`config.mk`:
```
export PLATFORM = sky130hd
export DESIGN_NAME = gen3_scrambler_ctrl
export DESIGN_NICKNAME = d
export VERILOG_FILES = /design/src/rtl/gen3_scrambler_ctrl.sv
export SDC_FILE = /design/constraint.sdc
export NUM_CORES = 1
export LEC_CHECK = 0
export CAP_MARGIN = 10
export CORE_MARGIN = 8
export CORE_UTILIZATION = 51
export CTS_CLUSTER_SIZE = 12
export DETAILED_ROUTE_END_ITERATION = 12
export GPL_TIMING_DRIVEN = 1
export PLACE_DENSITY = 0.84
export SLEW_MARGIN = 20
export SYNTH_ARGS = -nofsm -noshare
export SYNTH_HDL_FRONTEND = slang
export SYNTH_SLANG_ARGS = --single-unit
```
`constraint.sdc`:
```
create_clock -name pclk -period 3.8 [get_ports pclk]
set_clock_uncertainty 0.15 [all_clocks]
set_input_delay 0.57 -clock pclk [delete_from_list [all_inputs] [get_ports pclk]]
set_output_delay 0.57 -clock pclk [all_outputs]
set_load 0.05 [all_outputs]
```
`src/rtl/gen3_scrambler_ctrl.sv`:
```
// Per-lane Gen3 (128b/130b) scrambler sequencer: frames 16-byte blocks, classifies them,
// steers LFSR seed-load/advance and XORs the LFSR byte onto payload that must be scrambled.
module gen3_scrambler_ctrl #(
  parameter logic [22:0] SEED      = 23'h1DBFBC,
  parameter int unsigned BLK_BYTES = 16
) (
  input  logic       pclk,
  input  logic       reset,
  input  logic       in_valid,
  input  logic       in_blk_start,
  input  logic [1:0] in_sync_hdr,
  input  logic [7:0] in_data,
  input  logic       scr_disable,
  input  logic [7:0] lfsr_byte,
  output logic       scr_seed_load,
  output logic       scr_adv,
  output logic       out_valid,
  output logic       out_blk_start,
  output logic [1:0] out_sync_hdr,
  output logic [7:0] out_data,
  output logic       err_pulse
);

  localparam int unsigned CNT_W    = 4;
  localparam logic [CNT_W-1:0] CNT_LAST = CNT_W'(BLK_BYTES - 1);
  localparam logic [1:0] HDR_DATA  = 2'b01;
  localparam logic [1:0] HDR_OS    = 2'b10;

  // The seed lives in the external LFSR; an all-zero seed would lock it up.
  if (SEED == 23'd0 || BLK_BYTES != 16) begin : g_param_chk
    $error("gen3_scrambler_ctrl: SEED must be non-zero and BLK_BYTES must be 16");
  end

  typedef enum logic [2:0] {
    S_IDLE, S_DATA, S_TS, S_OSBYP, S_SKP, S_EIEOS, S_BADHDR
  } state_e;

  state_e           state_q, state_d, cls_c, cur_state_c;
  logic [CNT_W-1:0] cnt_q, cnt_d, cur_cnt_c;
  logic             post_rst_q;
  logic             out_valid_q, out_blk_start_q, err_q;
  logic [1:0]       out_sync_hdr_q;
  logic [7:0]       out_data_q;
  logic             blk_c, hdr_bad_c, xor_en_c, adv_c, eieos_load_c, err_d;

  assign blk_c = in_valid & in_blk_start;

  // Block type from the sync header and the first payload byte.
  always_comb begin
    cls_c     = S_OSBYP;
    hdr_bad_c = 1'b0;
    case (in_sync_hdr)
      HDR_DATA: cls_c = S_DATA;
      HDR_OS: begin
        case (in_data)
          8'h00:        cls_c = S_EIEOS;
          8'hAA:        cls_c = S_SKP;
          8'h1E, 8'h2D: cls_c = S_TS;
          default:      cls_c = S_OSBYP;
        endcase
      end
      default: begin
        cls_c     = S_BADHDR;
        hdr_bad_c = 1'b1;
      end
    endcase
  end

  // A block start always restarts framing at byte 0, abandoning any open block.
  assign cur_state_c = blk_c ? cls_c : state_q;
  assign cur_cnt_c   = blk_c ? '0 : cnt_q;

  always_comb begin
    state_d      = state_q;
    cnt_d        = cnt_q;
    xor_en_c     = 1'b0;
    adv_c        = 1'b0;
    eieos_load_c = 1'b0;
    err_d        = 1'b0;
    if (in_valid) begin
      err_d = blk_c & (hdr_bad_c | (cnt_q != '0));
      if (cur_state_c == S_IDLE) begin
        err_d = 1'b1;
      end else begin
        case (cur_state_c)
          S_DATA: begin
            xor_en_c = 1'b1;
            adv_c    = 1'b1;
          end
          S_TS: begin
            xor_en_c = (cur_cnt_c != '0);
            adv_c    = 1'b1;
          end
          S_OSBYP: adv_c = 1'b1;
          S_EIEOS: begin
            adv_c        = (cur_cnt_c != CNT_LAST);
            eieos_load_c = (cur_cnt_c == CNT_LAST);
          end
          default: ;
        endcase
        cnt_d   = cur_cnt_c + CNT_W'(1);
        state_d = (cur_cnt_c == CNT_LAST) ? S_IDLE : cur_state_c;
      end
    end
  end

  // Seed load has priority over advance so the LFSR never does both on one edge.
  assign scr_seed_load = reset | post_rst_q | eieos_load_c;
  assign scr_adv       = adv_c & ~scr_seed_load;

  always_ff @(posedge pclk) begin
    if (reset) begin
      state_q         <= S_IDLE;
      cnt_q           <= '0;
      post_rst_q      <= 1'b1;
      out_valid_q     <= 1'b0;
      out_blk_start_q <= 1'b0;
      out_sync_hdr_q  <= 2'b00;
      out_data_q      <= 8'h00;
      err_q           <= 1'b0;
    end else begin
      state_q         <= state_d;
      cnt_q           <= cnt_d;
      post_rst_q      <= 1'b0;
      out_valid_q     <= in_valid;
      out_blk_start_q <= blk_c;
      err_q           <= err_d;
      if (blk_c) out_sync_hdr_q <= in_sync_hdr;
      if (in_valid) out_data_q <= in_data ^ ((xor_en_c & ~scr_disable) ? lfsr_byte : 8'h00);
    end
  end

  assign out_valid     = out_valid_q;
  assign out_blk_start = out_blk_start_q;
  assign out_sync_hdr  = out_sync_hdr_q;
  assign out_data      = out_data_q;
  assign err_pulse     = err_q;

endmodule

```
* Word-level counts from Yosys, hierarchy flattened
Index checks and enable logic that the tools add are counted.
** Cells by class
- Add/sub/neg operators :: 1
- Equality and inequality tests :: 11
- Muxes and demuxes :: 18
- Bitwise operators :: 12
- Reductions and logical operators :: 9
** Operator list (count)
- $mux W1 :: 10
- $pmux W3 S3 :: 1
- $eq A8 B5 Y1 const B :: 1
- $eq A8 B6 Y1 const B :: 1
- $eq A8 B8 Y1 const B :: 1
- $logic_not A8 Y1 :: 1
- $mux W8 :: 1
- $reduce_bool A4 Y1 :: 2
- $xor A8 B8 Y8 :: 1
- $eq A3 B2 Y1 const B :: 2
- $mux W3 :: 2
- $pmux W3 S2 :: 1
- $reduce_or A2 Y1 :: 3
- $add A4 B1 Y4 const B :: 1
- $and A1 B1 Y1 :: 4
- $eq A4 B4 Y1 const B :: 1
- $mux W4 :: 1
- $ne A4 B4 Y1 const B :: 1
- $not A1 Y1 :: 4
- $pmux W1 S2 :: 2
- $eq A3 B1 Y1 const B :: 1
- $eq A3 B3 Y1 const B :: 1
- $logic_not A3 Y1 :: 1
- $or A1 B1 Y1 :: 3
- 4 further kinds :: 4
** Word-level totals
- Register bits after elaboration :: 21
- Input port bits :: 23
- Output and inout bits :: 15
- Word-level logic and storage cells :: 59

* Logic depth before layout (Yosys ltp)
- Depth in word-level cells :: 12
- Depth in mapped cells :: 10
- Gate-level depth less buffers :: 8

* Least setup slack after synthesis
No wires, ideal clock.
- Kind :: input to output
- From :: input in_data[1]
- To :: output scr_seed_load
- Arrival time :: 2.232 ns
- Setup slack :: 0.848 ns
- Stages on the path :: 7
- Path buffers :: 1
- Cells stage by stage :: nor4_1 > o2111a_2 > nor2b_1 > clkbuf_1 > nor3_2 > nand4_1 > nand2_1
** On the way
- Cells in the longest elaborated chain, start to end :: 10
** Ends and longest elaborated chain
- start, declared :: line 12 : input logic [7:0] in_data,
- $eq A8 B5 Y1 / $eq A8 B6 Y1 (equally long branches) :: line 55 : case (in_data)
- $reduce_or A2 Y1 :: line 55
- $pmux W3 S3 (*) :: line 55
- $pmux W3 S2 (*) :: line 52 : case (in_sync_hdr)
- $mux W3 (*) :: line 70 : assign cur_state_c = blk_c ? cls_c : state_q;
- $eq A3 B3 Y1 :: line 85 : case (cur_state_c)
- $mux W1 :: line 85
- $mux W1 (*) :: line 82 : if (cur_state_c == S_IDLE) begin
- $mux W1 (*) :: line 80 : if (in_valid) begin
- $or A1 B1 Y1 (*) :: line 108 : assign scr_seed_load = reset | post_rst_q | eieos_load_c;
- end, declared :: line 15 : output logic scr_seed_load,
Every way passes the cells marked *; elsewhere a longest branch is shown, timed or not.

* Worst setup path in the final report
- From :: input in_data[5]
- To :: output scr_adv
** On the way
- Cells in the longest elaborated chain, start to end :: 12
** Ends and longest elaborated chain
- $eq A8 B5 Y1 / $eq A8 B6 Y1 (equally long branches) :: line 55
- $reduce_or A2 Y1 :: line 55
- $pmux W3 S3 (*) :: line 55
- $pmux W3 S2 (*) :: line 52
- $mux W3 (*) :: line 70
- parallel branches: the longest is 6 deep, another holds $eq A3 B2 Y1
- $and A1 B1 Y1 (*) :: line 109 : assign scr_adv = adv_c & ~scr_seed_load;
- end, declared :: line 16 : output logic scr_adv,
Mark *: on every way between the ends.

==> reports/results.ini <==
[placed_design]
io_buffers=37
dp_hpwl_um=2958
dp.cells=240
dpl_worst_slack_ns=0.4435
place_congestion=0.8862

[logic_synthesis]
yosys-top-cells-area=dfxtp_1 30%, nand3_1 6.4%, nor2_1 5.6%, nand2_1 5.1%, nor4b_1 5.0%
yosys.area.top_type=dfxtp_1
synth_cells=181
async_flop_share=0
ys_ff_latch=21
synth_top_area_frac=0.3008
yosysWarnings=0
synth_edf_count=0
synth_nets=208
syn_area_um2=1398
yosys-top-cells-count=21 x dfxtp_1, 21 x nor2_1, 19 x nand2_1
synth_top_flop_cell=dfxtp_1
yosysUniqueCellTypes=43
syn_area_per_cell_um2=7.721
synth_seq_area_share=0.3008

[floorplan]
die_area_um2=4672
start_util=0.5203
ioPinCount=38
die_w_um=68.35
fp.coreArea_um2=2686
rows=19
die_y_um=68.35

[timing]
rsz0062_at_grt=no
setup_viol=0
finalCritPeriodShare=0.8886
fin_crit_ns=3.377
fmax_ghz=0.2962
slew_headroom=0.5005
hold_ws_ns=0.3178
drv_slew=0
tns_ns=0
setup_slack_ns=0.4234
worstMarginPinSlew_ns=0.7484
hold_viol=0

[grt]
grt_start_max_net_pins=39
grt_pass1_vias=1469
antenna_found_initial=0
grt_use_total=0.1810
grt_pass1_wl_um=6665
grt_overflow_total=0

[clocking]
cts_buffer_depth=2
clk_latency_ns=0.30
ctsRootBufferMaster=clkbuf_4
cts_max_level=1
clkSinkCount=21
path_clk_slew_ns=0.12
cts-resized-gates=0
postCtsHoldBufs=0
numCtsBuffers=3
cts_tree=yes
postCtsSetupBuffers=0

[setup_path]
cp-startpoint=in_data[5]
reg2reg_depth=5
critical_path_required_ns=3.08
reg2reg_to=out_data[6]
r2r_slack_ns=1.66
critical_path_class=input port to primary output
arrival_ns=2.66
path_max_fanout=6
endpoint=scr_adv
start_kind=input port
r2r-start=state_q[2]
endpoint_kind=primary output

[routing]
dr_total_vias=1525
drtPass1Iterations=5
via_per_inst=6.250
remaining_drc_errors=0
wl_met2_um=2005
wirelength_met1_um=1694
drtIter0Drc=171
wl_per_cell_um=16.73
dr_wl_met3_um=334
top_layer_used=met4
wirelength_um=4081
ant_nets=0

[cells_and_area]
drive_above_1_share=0.07981
area_growth_pct=29.72
layout.nets=241
diodes=0
final_util=0.6749
layoutNonFillerInstCount=244
nFillCells=230

[power]
ir_drop_uv=239.4
powerDensity_nw_per_um2=296.6
total_leakage_power_nw=0.6930

[run_status]
outcome=complete, no violations

[worst_hold_path]
hold_class=register to register

[run]
maxCapViolCount=0

## sequential cells by signal (all words and copies together) (netlist names)
name	flops
post_rst_q	1
state_q	3
cnt_q	4
err_pulse	1
out_valid	1
out_data	8
out_sync_hdr	2
out_blk_start	1
## stage by stage
step	cell area (µm²)	power (mW)
6_report	1813	0.5377
5_1_grt	1813	0.5652
4_1_cts	1813	0.5387
3_5_place_dp	1787	0.4308
3_3_place_gp	1787	0.4268
2_1_floorplan	1398	0.3604
## final cells by class
type | instances | area (µm²) | area share
Sequential cell | 21 | 420.4 | 0.2319
Clock buffer | 4 | 26.28 | 0.01449
Tap cell | 31 | 38.79 | 0.02139
Timing Repair Buffer | 40 | 412.9 | 0.2277
Inverter | 7 | 26.28 | 0.01449
Multi-Input combinational cell | 141 | 888.4 | 0.4900
## placed cells by master, fill, tap and decap left out, types with 6 or more instances in the layout
cell and n:
clkdlybuf4s50_1 35, nor2_1 21, dfxtp_1 21, nand2_1 19, nand3_1 18, a31oi_1 11
nor3_1 10, nor4b_1 8, o211ai_1 8, inv_1 6
## kinds of logic (layout without fill, tap and decap cells)
logic type,count (synthesis),after routing,share of synthesized area
and+or+nand+nor,93,93,0.3671
buffers and inverters,19,51,0.06356
AOI/OAI and AO/OA,41,41,0.2077
muxes,3,3,0.02506
DFF,21,21,0.3008
adders and majority gates,4,4,0.03581
## worst max-delay path, stage by stage
cell and delay [ns]:
clkdlybuf4s50_1 0.58, nor4bb_1 0.34, o2111ai_1 0.16, a21oi_1 0.39, nor2_1 0.14, o2111a_1 0.31
buf_12 0.16
## report_power, final
part           leakage (nW)  switching (mW)  internal (mW)  total, mW
registers             0.173         0.00875          0.235      0.244
logic                 0.505           0.111         0.0731      0.184
clock network        0.0150          0.0689         0.0409      0.110
## per-layer routing
metal / vias up / global-route usage
li1: 744 / -
met1: 715 / 0.2243
met2: 62 / 0.2978
met3: 4 / 0.03273
met4: 0 / 0.08184
met5: - / 0
## worst min path at each step
stage / end / depth (start not counted) / from
2_1_floorplan: state_q[0] / 2 / state_q[0]
3_3_place_gp: out_sync_hdr[1] / 2 / out_sync_hdr[1]
3_5_place_dp: out_sync_hdr[0] / 2 / out_sync_hdr[0]
4_1_cts: out_sync_hdr[0] / 2 / out_sync_hdr[0]
5_1_grt: out_sync_hdr[1] / 2 / out_sync_hdr[1]
6_report: out_sync_hdr[0] / 2 / out_sync_hdr[0]
Power figures use the tool's default switching activity.
